[src/rtl/wb_riscv_mtimer.sv]
// RISC-V machine timer (64-bit mtime/mtimecmp) behind a 32-bit Wishbone B4 pipelined slave.
// Optional macro WB_RISCV_MTIMER_ERR_EN: unmapped accesses and writes to the frequency words answer with err_o.
module wb_riscv_mtimer #(
    parameter logic [63:0] CLK_FREQUENCY_HZ = 64'd100_000_000
) (
    input  logic        clk_i,
    input  logic        rst_ni,
    input  logic        cyc_i,
    input  logic        stb_i,
    input  logic        we_i,
    input  logic [4:0]  adr_i,
    input  logic [3:0]  sel_i,
    input  logic [31:0] dat_i,
    output logic [31:0] dat_o,
    output logic        ack_o,
    output logic        stall_o,
    output logic        err_o,
    output logic        irq_o
);

    localparam logic [2:0] WORD_MTIME_LO    = 3'd0;
    localparam logic [2:0] WORD_MTIME_HI    = 3'd1;
    localparam logic [2:0] WORD_MTIMECMP_LO = 3'd2;
    localparam logic [2:0] WORD_MTIMECMP_HI = 3'd3;
    localparam logic [2:0] WORD_FREQ_LO     = 3'd4;
    localparam logic [2:0] WORD_FREQ_HI     = 3'd5;

    logic [63:0] mtime_reg;
    logic [63:0] mtime_next;
    logic [63:0] mtimecmp_reg;
    logic [63:0] mtimecmp_next;
    logic [31:0] dat_reg;
    logic [31:0] rd_data;
    logic        ack_reg;
    logic        ack_next;
    logic        accept;
    logic        wr_en;
    logic [2:0]  word_sel;
    logic [31:0] byte_mask;
    logic [31:0] mtime_lo_merged;
    logic [31:0] mtime_hi_merged;
    logic [31:0] mtimecmp_lo_merged;
    logic [31:0] mtimecmp_hi_merged;
    logic        unused_adr_bits;

    assign accept          = cyc_i & stb_i;
    assign wr_en           = accept & we_i;
    assign word_sel        = adr_i[4:2];
    assign unused_adr_bits = ^adr_i[1:0];

    generate
        for (genvar gi = 0; gi < 4; gi++) begin : g_byte_mask
            assign byte_mask[8*gi +: 8] = {8{sel_i[gi]}};
        end
    endgenerate

    assign mtime_lo_merged    = (mtime_reg[31:0]     & ~byte_mask) | (dat_i & byte_mask);
    assign mtime_hi_merged    = (mtime_reg[63:32]    & ~byte_mask) | (dat_i & byte_mask);
    assign mtimecmp_lo_merged = (mtimecmp_reg[31:0]  & ~byte_mask) | (dat_i & byte_mask);
    assign mtimecmp_hi_merged = (mtimecmp_reg[63:32] & ~byte_mask) | (dat_i & byte_mask);

    // A write to either mtime half suppresses that cycle's increment for the full 64 bits.
    always_comb begin
        mtime_next = mtime_reg + 64'd1;
        if (wr_en && word_sel == WORD_MTIME_LO) begin
            mtime_next = {mtime_reg[63:32], mtime_lo_merged};
        end else if (wr_en && word_sel == WORD_MTIME_HI) begin
            mtime_next = {mtime_hi_merged, mtime_reg[31:0]};
        end
    end

    always_comb begin
        mtimecmp_next = mtimecmp_reg;
        if (wr_en && word_sel == WORD_MTIMECMP_LO) begin
            mtimecmp_next = {mtimecmp_reg[63:32], mtimecmp_lo_merged};
        end else if (wr_en && word_sel == WORD_MTIMECMP_HI) begin
            mtimecmp_next = {mtimecmp_hi_merged, mtimecmp_reg[31:0]};
        end
    end

    always_comb begin
        rd_data = 32'd0;
        case (word_sel)
            WORD_MTIME_LO:    rd_data = mtime_reg[31:0];
            WORD_MTIME_HI:    rd_data = mtime_reg[63:32];
            WORD_MTIMECMP_LO: rd_data = mtimecmp_reg[31:0];
            WORD_MTIMECMP_HI: rd_data = mtimecmp_reg[63:32];
            WORD_FREQ_LO:     rd_data = CLK_FREQUENCY_HZ[31:0];
            WORD_FREQ_HI:     rd_data = CLK_FREQUENCY_HZ[63:32];
            default:          rd_data = 32'd0;
        endcase
    end

`ifdef WB_RISCV_MTIMER_ERR_EN
    logic err_reg;
    logic err_next;
    logic bad_access;

    // Frequency words are read-only; offsets 0x18/0x1C are not decoded at all.
    assign bad_access = (word_sel[2:1] == 2'b11) ||
                        (we_i && (word_sel == WORD_FREQ_LO || word_sel == WORD_FREQ_HI));
    assign ack_next   = accept & ~bad_access;
    assign err_next   = accept & bad_access;

    always_ff @(posedge clk_i or negedge rst_ni) begin
        if (!rst_ni) begin
            err_reg <= 1'b0;
        end else begin
            err_reg <= err_next;
        end
    end

    assign err_o = err_reg & cyc_i;
`else
    assign ack_next = accept;
    assign err_o    = 1'b0;
`endif

    always_ff @(posedge clk_i or negedge rst_ni) begin
        if (!rst_ni) begin
            mtime_reg    <= 64'd0;
            mtimecmp_reg <= 64'hFFFF_FFFF_FFFF_FFFF;
            ack_reg      <= 1'b0;
            dat_reg      <= 32'd0;
        end else begin
            mtime_reg    <= mtime_next;
            mtimecmp_reg <= mtimecmp_next;
            ack_reg      <= ack_next;
            if (accept && !we_i) begin
                dat_reg <= rd_data;
            end
        end
    end

    // Dropping cyc_i abandons any response still in flight.
    assign ack_o   = ack_reg & cyc_i;
    assign dat_o   = dat_reg;
    assign stall_o = 1'b0;
    assign irq_o   = (mtime_reg >= mtimecmp_reg);

endmodule

[config.mk]
export PLATFORM = sky130hd
export DESIGN_NAME = wb_riscv_mtimer
export DESIGN_NICKNAME = d
export VERILOG_FILES = /design/src/rtl/wb_riscv_mtimer.sv
export SDC_FILE = /design/constraint.sdc
export NUM_CORES = 1
export LEC_CHECK = 0
export CELL_PAD_IN_SITES_DETAIL_PLACEMENT = 1
export CELL_PAD_IN_SITES_GLOBAL_PLACEMENT = 1
export CORE_MARGIN = 10
export CORE_UTILIZATION = 46
export DETAILED_ROUTE_END_ITERATION = 8
export MAX_ROUTING_LAYER = met4
export PLACE_DENSITY = 0.89
export SKIP_LAST_GASP = 1
export SYNTH_ARGS = -nofsm -noshare
export SYNTH_HDL_FRONTEND = slang
export SYNTH_SLANG_ARGS = --single-unit
[constraint.sdc]
create_clock -name clk_i -period 2.7 [get_ports clk_i]
set_clock_uncertainty 0.05 [all_clocks]
set_input_delay 0.54 -clock clk_i [delete_from_list [all_inputs] [get_ports clk_i]]
set_output_delay 0.54 -clock clk_i [all_outputs]
set_load 0.005 [all_outputs]
==> impl.org, run 1 <==
** Setup path
- Classification of the worst setup path :: reg -> out
- The worst setup path is launched from a register.
- The worst setup path is captured at an output port.
- In this run the worst path has a maximum fanout of 3.
- Crit-path max cell delay :: 0.55 ns
- Required time at the worst-slack endpoint :: 2.11 ns
- Traced cell by cell, the critical path runs through inv_1 -> ha_4 -> a21oi_1 -> a21boi_0 -> buf_4 -> o21ai_4 -> nand4_1 -> a21oi_2 -> o21ai_2 -> buf_2.
- Cell with the largest stage delay on the worst path :: dfstp_2
- Crit path DAT :: 2.69 ns

** Timing
- Number of slew-limit violations in the final report :: 0
- Of the available clock period, the critical path in the final layout requires 122%.
- Max frequency :: 0.305 GHz
- The worst path in the final design needs a cycle of 3.28 ns, including I/O delays and setup.
- At the pin with the least slew margin, the transition time is 1.06 ns.
- The final hold violation count came to 0.
- For the final routed database, the setup TNS stands at -0.582 ns.
- Worst Slack Setup Final :: -0.582 ns
- Setup repair after global routing could not meet its margin everywhere.
- Worst relative slew slack :: 29.1%
- Setup violations remaining at the end of the flow were counted as 1.

** Detailed routing
- The detailed router finished its first iteration with 1419 violations.
- Wire per inst :: 29.1 um
- Pre-Repair DR Iteration Count :: 8
- Post-detailed-routing wire length :: 46800 um
- After detailed routing, the number of remaining DRC violations is 0.
- The final route contains 11000 vias.
- Dividing the detail-routed via count by the number of cells gives 6.84.
- The count of nets left with antenna violations once routing finished came out at 0.

** Logic synthesis
- The largest total area in the synthesized netlist belongs to dfrtp_1.
- For this run, the leading register cell type out of synthesis is dfrtp_1.
- Syn. warnings :: 0
- Async S/R FF share, synth :: 100%
- Synthesis-stage register bit count :: 161
- Synth cell types :: 70
- The synthesized design contains 0 enable-type register cells.
- The mapped netlist covers 10100 um2.
- Share of the synthesized area in the top cell type :: 24.0%
- Top area cells in the synthesized netlist :: dfrtp_1, dfstp_2, ha_1
- Post-Syn Area per Cell :: 9.62 um2
- Proportion of synthesized chip area in sequential cells :: 40.6%
- Synthesized instance count :: 1052

** Placed design
- Detailed placement finished with a half-perimeter wire length of 30800 um.
- The congestion estimate from routability-driven global placement came to 1.01.
- Buffers added on ports :: 77

** Clock tree
- TritonCTS built the clock tree.
- Number of clock sinks :: 161
- In this run the deepest clock path goes through 2 buffers.
- H-tree levels :: 4
- After clock tree synthesis, the clock-pin slew on the worst setup and hold paths is 0.07 ns.
- Root Buffer :: clkbuf_16
- CTS Buf Count :: 17
- Worst skew pair latency :: 0.46 ns

** Floorplan
- Top-level port count :: 82
- The region available for standard cell placement spans 21800 um2.
- Die height :: 168 um
- The die is 168 um wide.
- The initial utilization of the core area, before any placement, comes to 46.5%.
- The floorplan step defined a die boundary enclosing 28300 um2.
- Number of placement rows :: 54

** Final layout
- The layout has 2389 filler cells.
- For this run, the post-layout net count is 1426.
- Final standard cell utilization of the core :: 62.4%
- Compared with the post-synthesis result, the final layout area differs by 34.1%.
- Cells with a size suffix above 1 make up 33.8% of the layout.

** Power
- Power per cell area :: 685 nW/um2
- Largest voltage drop on the vdd net :: 0.487 mV
- In this run the static leakage power is 0.00586 uW.

** Status
- Violated checks :: negative setup slack
- Status :: finished, violations left

** Global routing
- The total overflow left after global routing is 0.
- In the global route stage, overall resource usage came out at 33.1%.
- The first global-routing pass estimated 71600 um of wire.
- Pin count of the biggest net entering global routing :: 50
- Number of global-route vias before repair :: 12000
- Antenna violations before repair :: 1

** Flow run
- The tool flagged a number of max-cap violations equal to 0.

** Worst hold path
- The min-delay analysis places its worst path in the category reg -> reg.
==> cells in the final DEF (no fill, tap or decap), types with 17 or more instances in the layout <==
master	count
and3_1	19
nor2_1	40
buf_4	208
o211ai_1	19
nand3_1	47
inv_1	64
a22o_1	20
ha_1	53
clkbuf_16	17
a221oi_1	22
dfrtp_1	97
mux2_2	63
a21oi_1	41
dfstp_2	64
clkdlybuf4s50_1	74
nand2_1	143
o21ai_0	56
nand4_1	23
==> critical path, delay by kind of cell (launching register included) <==
family / cells / cell delay [ns]
DFF: 1 / 0.55
buffers and inverters: 3 / 0.38
adders and majority gates: 1 / 0.23
AOI/OAI and AO/OA: 5 / 0.78
and+or+nand+nor: 1 / 0.29
==> cell families after synthesis <==
group	count (synthesis)	share of synthesized area, %
xor gates and xnor gates	1	0.0865
adders and majority gates	65	8.03
muxes	87	10.7
DFF	161	40.6
other	1	0.0370
and+or+nand+nor	349	17.4
AOI/OAI and AO/OA	265	18.2
buffers and inverters	123	4.89
==> Yosys cell counts (4+ instances only) <==
| cell | count |
|---|---|
| a211oi_1 | 9 |
| a21o_1 | 12 |
| a21oi_1 | 48 |
| a221o_1 | 5 |
| a221oi_1 | 24 |
| a22o_1 | 20 |
| a311oi_1 | 6 |
| a31o_2 | 4 |
| a31oi_1 | 6 |
| a32oi_1 | 11 |
| and2_1 | 12 |
| and3_1 | 19 |
| and4_1 | 6 |
| buf_2 | 5 |
| buf_4 | 5 |
| clkbuf_1 | 36 |
| dfrtp_1 | 97 |
| dfstp_2 | 64 |
| ha_1 | 65 |
| inv_1 | 72 |
| mux2_2 | 63 |
| mux2i_1 | 13 |
| mux4_2 | 11 |
| nand2_1 | 144 |
| nand2b_1 | 6 |
| nand3_1 | 47 |
| nand4_1 | 23 |
| nor2_1 | 43 |
| nor2b_1 | 4 |
| nor3_1 | 15 |
| nor3b_1 | 4 |
| nor4_1 | 8 |
| o211ai_1 | 19 |
| o21ai_0 | 63 |
| o311ai_0 | 14 |
==> area by class of cell <==
class	instances	area [um2]	share of cell area, %
tap	280	350	2.58
antenna	2	5.00	0.0369
inverter	72	270	1.99
sequential	161	4110	30.3
timing repair buffer	294	2490	18.4
clock buffer	20	447	3.29
clock inverter	12	101	0.747
multi-input combinational	769	5800	42.7
==> per-stage QoR <==
step / total power, uW / setup WS (ns) / cell area, um2 / hold WS (ns) / std cells
finish: 9300 / -0.582 / 13600 / 0.435 / 1610
CTS: 9060 / -0.470 / 13500 / 0.438 / 1607
global placement: 6050 / -0.723 / 12700 / 0.413 / 1571
detailed placement: 6350 / -0.840 / 12700 / 0.422 / 1571
global route: 9620 / -0.575 / 13600 / 0.478 / 1609
floorplan: 4630 / 0.378 / 10100 / 0.194 / 1053
==> final timing paths <==
check	slack (ns)	start	cells past startpoint	end
max	-0.58	register	10	irq_o
min	0.43	dat_o[30]$_DFFE_PN0P_	2	dat_o[30]$_DFFE_PN0P_
max reg2reg	0.08	register	9	register
min reg2reg	0.43	dat_o[30]$_DFFE_PN0P_	2	dat_o[30]$_DFFE_PN0P_
max in group asynchronous	1.28	rst_ni	3	async pin
min in group asynchronous	0.55	rst_ni	2	dat_o[0]$_DFFE_PN0P_
==> routing by layer <==
metal | vias up | share of wire (%) | global-route usage, % | wire length, um
met5 | - | 0 | - | 0
met4 | 0 | 6.5 | 19.5 | 3050
met3 | 285 | 8.8 | 8.71 | 4140
met2 | 770 | 47 | 52.3 | 22200
met1 | 5491 | 37 | 37.3 | 17400
li1 | 4460 | - | - | -
==> power by group <==
group	switching (uW)	internal, uW	leakage (uW)
sequential	318	2910	0.00189
combinational	1990	1680	0.00372
clock	1180	1220	0.000253
==> repair_timing <==
item / in CTS / in global routing
gates resized for setup: 47 / 7
hold buffers: 1 / 0
hold endpoints to repair: 6 / 0
setup endpoints to repair: 1 / 3
setup buffers: 4 / 1
pin swaps: 14 / 6
No activity file was read; power rests on OpenSTA's default activity.
==> inputs of run 2 (changes only) <==
- CORE_UTILIZATION: 46 -> 29
- PLACE_DENSITY: 0.89 -> 0.63
==> run 2 against run 1 <==
Effect of this change: the run still ends with negative setup slack left; largest power group unchanged; power shrank 2.6%; clock power grew 7%; sequential power shrank 1%; core utilization shrank 22 points; non-clock buffer count shrank 3; routed wire length shrank 15%; combinational power shrank 10%.
==> impl.org, run 2 (synthesis gave the netlist of run 1 again) <==
** Status
- Status :: finished, violations left
- The checks that failed: negative setup slack.

** Timing
- The final hold violation count is 0 (unchanged).
- Worst relative slew slack :: 51.3% (+22 points)
- The slew of the pin with the lowest slew margin came to 0.727 ns (-0.331 ns).
- The max-slew violation count was 0 (unchanged).
- Worst Slack Setup Final :: -0.390 ns (+0.192 ns)
- Minimum clock period after layout :: 3.09 ns (-0.192 ns)
- Unrepaired setup endpoints after global routing :: yes
- Max frequency :: 0.324 GHz (+6.2%)
- Final worst-path cycle share :: 114% (-7.1 points)
- The final setup violation count came to 1 (unchanged).
- The total negative slack for setup checks came to -0.390 ns (+0.192 ns).

** Setup path
- Crit path DAT :: 2.50 ns (-0.19 ns)
- The largest individual stage delay along the critical path comes from the cell dfstp_2.
- The worst setup path is launched from a register.
- STA classifies the critical path endpoint as an output port.
- Crit-path max cell delay :: 0.54 ns (about the same)
- Largest fanout on the critical path :: 3 (unchanged)
- CP top delay family :: simple AND/OR/NAND/NOR gates
- Required time at the worst-slack endpoint :: 2.11 ns (about the same)
- Sequence of cells on the critical path :: inv_1 -> ha_1 -> nand4_1 -> nor4_2 -> buf_4 -> nand4_1 -> o21ai_2 -> buf_2
- In this design, the critical path's most frequently occurring cell is nand4_1.
- The worst setup path is of the reg -> out kind.
- The worst path buffer plus inverter count is 3 (unchanged).

** Clock tree
- CTS Buf Count :: 17 (unchanged)
- H-tree levels :: 4 (unchanged)
- The buffer depth of the longest clock path was 2 (unchanged).
- TritonCTS built the clock tree.
- The insertion delay to the later sink of the worst-skew pair came to 0.46 ns (about the same).
- Post-CTS clock slew at the launch and capture registers of the worst setup and hold paths :: 0.08 ns (about the same)
- The count of hold buffers inserted by post-cts repair is 0 (-1).
- The number of clock sinks seen by CTS was 161 (unchanged).
- Root Buffer :: clkbuf_16

** Placed design
- HPWL after detailed placement :: 29800 um (-3.4%)
- Worst slack after detailed placement :: -0.714 ns (+0.126 ns)
- Placer's final routability congestion estimate :: 0.895 (-11%)
- The count of buffers from port buffering is 77 (unchanged).
- The number of placed cells counting well taps is 1747 (+11%).

** Global routing
- Pin count of the biggest net entering global routing :: 58 (+16%)
- Global router's overall resource usage :: 19.2% (-14 points)
- Wire length of the first global-routing pass :: 61200 um (-15%)
- The total grt overflow came to 0 (unchanged).
- The via count of the first global-routing pass came to 10300 (-14%).
- Antenna violations before repair :: 1 (unchanged)

** Detailed routing
- Wire per inst :: 22.3 um (-23%)
- Detailed router's first-iteration violation count :: 739 (-48%)
- Post-DRT Antenna Nets :: 0 (unchanged)
- Post-detailed-routing wire length :: 39600 um (-15%)
- Average vias per placed instance :: 5.45 (-20%)
- Total vias in the final route :: 9698 (-12%)
- Pre-Repair DR Iteration Count :: 5 (-3)
- The total DRC errors in the routed layout came to 0 (unchanged).

** Final layout
- From synthesis to final layout, the design area changed by 35.9%.
- Share of final-layout standard cells stronger than drive strength 1 :: 33.4% (-0.38 points)
- Most frequent cells in the layout :: buf_4, nand2_1, dfrtp_1
- The library cell used most frequently in the layout, excluding fill and tap cells, is buf_4.
- Final nets :: 1423 (-0.21%)
- Number of non-filler instances in the completed layout :: 1780 (+11%)
- Antenna diode count :: 0 (-2)
- The number of fill cells is 3897 (+63%).

** Flow run
- Max Cap Viol :: 0 (unchanged)

** Power
- Leakage :: 0.00588 uW (+0.33%)
- Power per cell area :: 658 nW/um2 (-4.0%)
- Largest voltage drop on the vdd net :: 0.423 mV (-13%)

** Floorplan
- Die outline area :: 42800 um2 (+51%)
- Number of placement rows :: 68 (+26%)
- The width of the die was 207 um (+23%).
- Top-level port count :: 82 (unchanged)
- Core ar. :: 34500 um2 (+58%)
- Die height :: 207 um (+23%)
- The starting density of the core was 29.4% (-17 points).

** Worst hold path
- In this run the worst hold path is classified as in -> async.
## run 2: final timing paths
check	start	end	slack, ns	cells after the start
min in group clk_i	dat_o[2]$_DFFE_PN0P_	dat_o[2]$_DFFE_PN0P_	0.43	2
max reg2reg	register	register	0.13	7
max	register	irq_o	-0.39	8
max in group asynchronous	rst_ni	async pin	1.81	2
min	rst_ni	dat_o[20]$_DFFE_PN0P_	0.02	1
min reg2reg	dat_o[2]$_DFFE_PN0P_	dat_o[2]$_DFFE_PN0P_	0.43	2
## run 2: stage by stage
step / total power, uW / hold WS (ns) / utilization (%) / area [um2]
2_1_floorplan: 4630 / 0.194 / - / 10100
3_3_place_gp: 6130 / 0.412 / 37.5 / 12900
3_5_place_dp: 6270 / 0.422 / 37.5 / 12900
4_1_cts: 9090 / 0.0397 / 39.9 / 13800
5_1_grt: 9590 / 0.0522 / 39.9 / 13800
6_report: 9050 / 0.0174 / 39.9 / 13800
## run 2: report_power, final
part / internal, uW / total, uW / switching (uW) / leakage, uW
combinational: 1630 / 3300 / 1680 / 0.00370
sequential: 2910 / 3190 / 277 / 0.00189
clock: 1400 / 2560 / 1170 / 0.000290
## run 2: what timing repair did
item                       in CTS  in global routing
resized for setup              45                  2
pin swaps                      17                  3
setup buffers                   3                  0
setup endpoints to repair       1                  1
## run 2: cell type report
type | count | area [um2] | share of cell area (%)
multi-input cells | 769 | 5780 | 42.0
clock buffers | 18 | 429 | 3.12
clock inverters | 14 | 169 | 1.23
inverters | 72 | 270 | 1.96
flip-flops and latches | 161 | 4110 | 29.9
repair buffers | 291 | 2430 | 17.7
well taps | 455 | 569 | 4.14
## run 2: layer usage
layer	track usage (%)	vias up	routed length, um
met5	-	-	0
met3	2.54	47	1720
met4	5.49	0	794
met1	24.6	4936	17900
met2	31.2	265	19200
li1	-	4450	-
==> inputs of run 3 (changes only) <==
- CORE_MARGIN: 10 -> unset
==> run 3 against run 2 <==
Effect of this change: the run still ends with negative setup slack left; core utilization grew 0.29 points; critical path depth grew 1; non-clock buffer count rose by 9; fmax shrank 1.4%; register-to-register slack better by 0.12 ns; highest routed layer unchanged.
==> impl.org, run 3 (synthesis gave the netlist of run 1 again) <==
** Status
- The run finished, with violations left.
- The checks that failed: negative setup slack.

** Global routing
- Antenna violations before repair :: 0 (-1)
- The total grt overflow was 0 (unchanged).
- Number of global-route vias before repair :: 10400 (+0.69%)
- Wire length of the first global-routing pass :: 60300 um (-1.5%)
- Global router's overall resource usage :: 23.0% (+3.8 points)
- The maximum number of pins on one net before global-route repair is 66 (+14%).

** Timing
- Max frequency :: 0.319 GHz (-1.4%)
- Unrepaired setup endpoints after global routing :: yes
- The worst slew margin relative to its limit was 55.0% (+3.8 points).
- Tightest Pin Transition :: 0.675 ns (-0.0524 ns)
- Worst hold slack after final layout :: 0.0454 ns (+0.0280 ns)
- The shortest period the worst path allows was 3.13 ns (+0.0424 ns).
- Final setup TNS :: -0.432 ns (-0.0424 ns)
- Final worst-path cycle share :: 116% (+1.6 points)
- The final hold violation count came to 0 (unchanged).
- The worst setup margin was -0.432 ns (-0.0424 ns).
- The final setup violation count is 1 (unchanged).
- Number of slew-limit violations in the final report :: 0 (unchanged)

** Detailed routing
- The routed wire length is 38500 um (-2.9%).
- The via count was 9635 (-0.65%).
- The post-detailed-route via-to-cell ratio was 5.39 (-1.1%).
- Number of DRC violations after detailed routing :: 0 (unchanged)
- Wire per inst :: 21.5 um (-3.3%)
- Post-DRT Antenna Nets :: 0 (unchanged)
- Detailed router's first-iteration violation count :: 627 (-15%)
- Pre-Repair DR Iteration Count :: 5 (unchanged)

** Final layout
- The number of antenna repair diodes is 0 (unchanged).
- Most frequent cells in the layout :: buf_4, nand2_1, dfrtp_1
- Area growth from synthesis to layout :: 36.9%
- Most common cell after layout, fill and taps aside :: buf_4
- The fraction of layout cells with a size suffix above 1 came to 33.5% (+0.074 points).
- The number of nets in the layout came to 1432 (+0.63%).
- Number of non-filler instances in the completed layout :: 1789 (+0.51%)

** Clock tree
- TritonCTS built the clock tree.
- Worst skew pair latency :: 0.46 ns (about the same)
- Number of clock sinks :: 161 (unchanged)
- The number of CTS-inserted buffers came to 17 (unchanged).
- Post-CTS clock slew at the launch and capture registers of the worst setup and hold paths :: 0.07 ns (about the same)
- Root Buffer :: clkbuf_16
- Maximum buffer depth of the clock tree :: 2 (unchanged)
- The maximum level of the CTS H-tree was 4 (unchanged).
- The count of hold buffers inserted by post-cts repair came to 0 (unchanged).

** Floorplan
- Initial cell density of the core :: 29.4% (unchanged)
- The cell row count was 68 (unchanged).
- The total core area came to 34500 um2 (unchanged).
- The height of the die is 189 um (-8.7%).
- The width of the die is 189 um (-8.7%).
- The floorplan die area came to 35700 um2 (-17%).
- The number of ports placed on the die boundary is 82 (unchanged).

** Setup path
- Required time at the worst-slack endpoint :: 2.11 ns (about the same)
- The data arrival time of the critical path came to 2.54 ns (+0.04 ns).
- STA classifies the critical path endpoint as an output port.
- CP Launch Type :: register
- Largest fanout on the critical path :: 2 (-1)
- By startpoint and endpoint, the worst setup path is classified as reg -> out.

** Placed design
- Placer's final routability congestion estimate :: 0.866 (-3.3%)
- The number of placed cells counting well taps is 1757 (+0.57%).
- The count of buffers from port buffering is 77 (unchanged).
- The post-DP HPWL came to 29100 um (-2.2%).

** Flow run
- The number of maximum-capacitance violations was 0 (unchanged).

** Power
- The leakage dissipation is 0.00592 uW (+0.76%).
- Largest voltage drop on the vdd net :: 0.428 mV (+1.1%)
- Power per cell area :: 648 nW/um2 (-1.5%)
- The total chip power came to 8980 uW (-0.81%).

** Worst hold path
- Classification of the worst-slack hold path :: in -> async
[run 3: changes by cell type in the layout (fill, tap and decap cells not counted), moves of 2 or more]
cell	delta
clkinv_4	-2
a21oi_2	-2
buf_12	+4
buf_4	+5
inv_8	-2
a21oi_1	+2
inv_1	+2
clkinvlp_4	+2
inv_2	-2
inv_6	-3
clkinv_2	+2
[run 3: power by group]
group / switching (uW) / internal (uW) / total, uW
Clock: 1090 / 1480 / 2570
Combinational: 1660 / 1580 / 3240
Sequential: 264 / 2910 / 3170
Total: 3000 / 5970 / 8980
[run 3: worst max-delay path: stages, from the launching register on]
cell and delay (ns):
dfstp_2 0.53, inv_1 0.04, ha_1 0.28, a21o_1 0.19, a21o_1 0.17, a21oi_1 0.36, o221ai_4 0.15, a21oi_2 0.14
o21ai_2 0.11, buf_2 0.14
[run 3: layout make-up]
class                      instances  area [um2]
clock buffer                      20         447
clock inverter                    12         158
fill                            3897       20600
inverter                          72         270
multi-input combinational        769        5760
sequential                       161        4110
tap                              455         569
timing repair buffer             300        2550
[run 3: worst paths after layout]
kind / end / slack [ns] / depth (start not counted)
min reg2reg: dat_o[31]$_DFFE_PN0P_ / 0.43 / 2
max in group asynchronous: async pin / 1.78 / 2
min in group clk_i: dat_o[31]$_DFFE_PN0P_ / 0.43 / 2
max reg2reg: register / 0.25 / 9
min: dat_o[20]$_DFFE_PN0P_ / 0.05 / 1
max: irq_o / -0.43 / 9
[run 3: routing by layer]
layer | share of wire [%] | routed length (um) | global-route usage (%) | vias to the layer above
met5 | 0 | 0 | - | -
met4 | 2.8 | 1090 | 8.22 | 0
met3 | 4.0 | 1530 | 3.24 | 58
met2 | 48 | 18600 | 37.1 | 225
met1 | 45 | 17300 | 29.3 | 4888
li1 | - | - | - | 4464
[run 3: repair_timing]
action | CTS | global route
pin swaps | 17 | 4
resized for setup | 36 | 8
setup buffers | 2 | 0
setup endpoints to repair | 1 | 1
[run 3: stage by stage]
| stage | cell area, um2 | setup slack, ns | utilization [%] |
|---|---|---|---|
| 2_1_floorplan | 10100 | 0.378 | - |
| 6_report | 13900 | -0.432 | 40.2 |
| 3_3_place_gp | 13000 | -0.806 | 37.8 |
| 4_1_cts | 13800 | -0.413 | 40.1 |
| 5_1_grt | 13900 | -0.505 | 40.2 |
| 3_5_place_dp | 13000 | -0.835 | 37.8 |
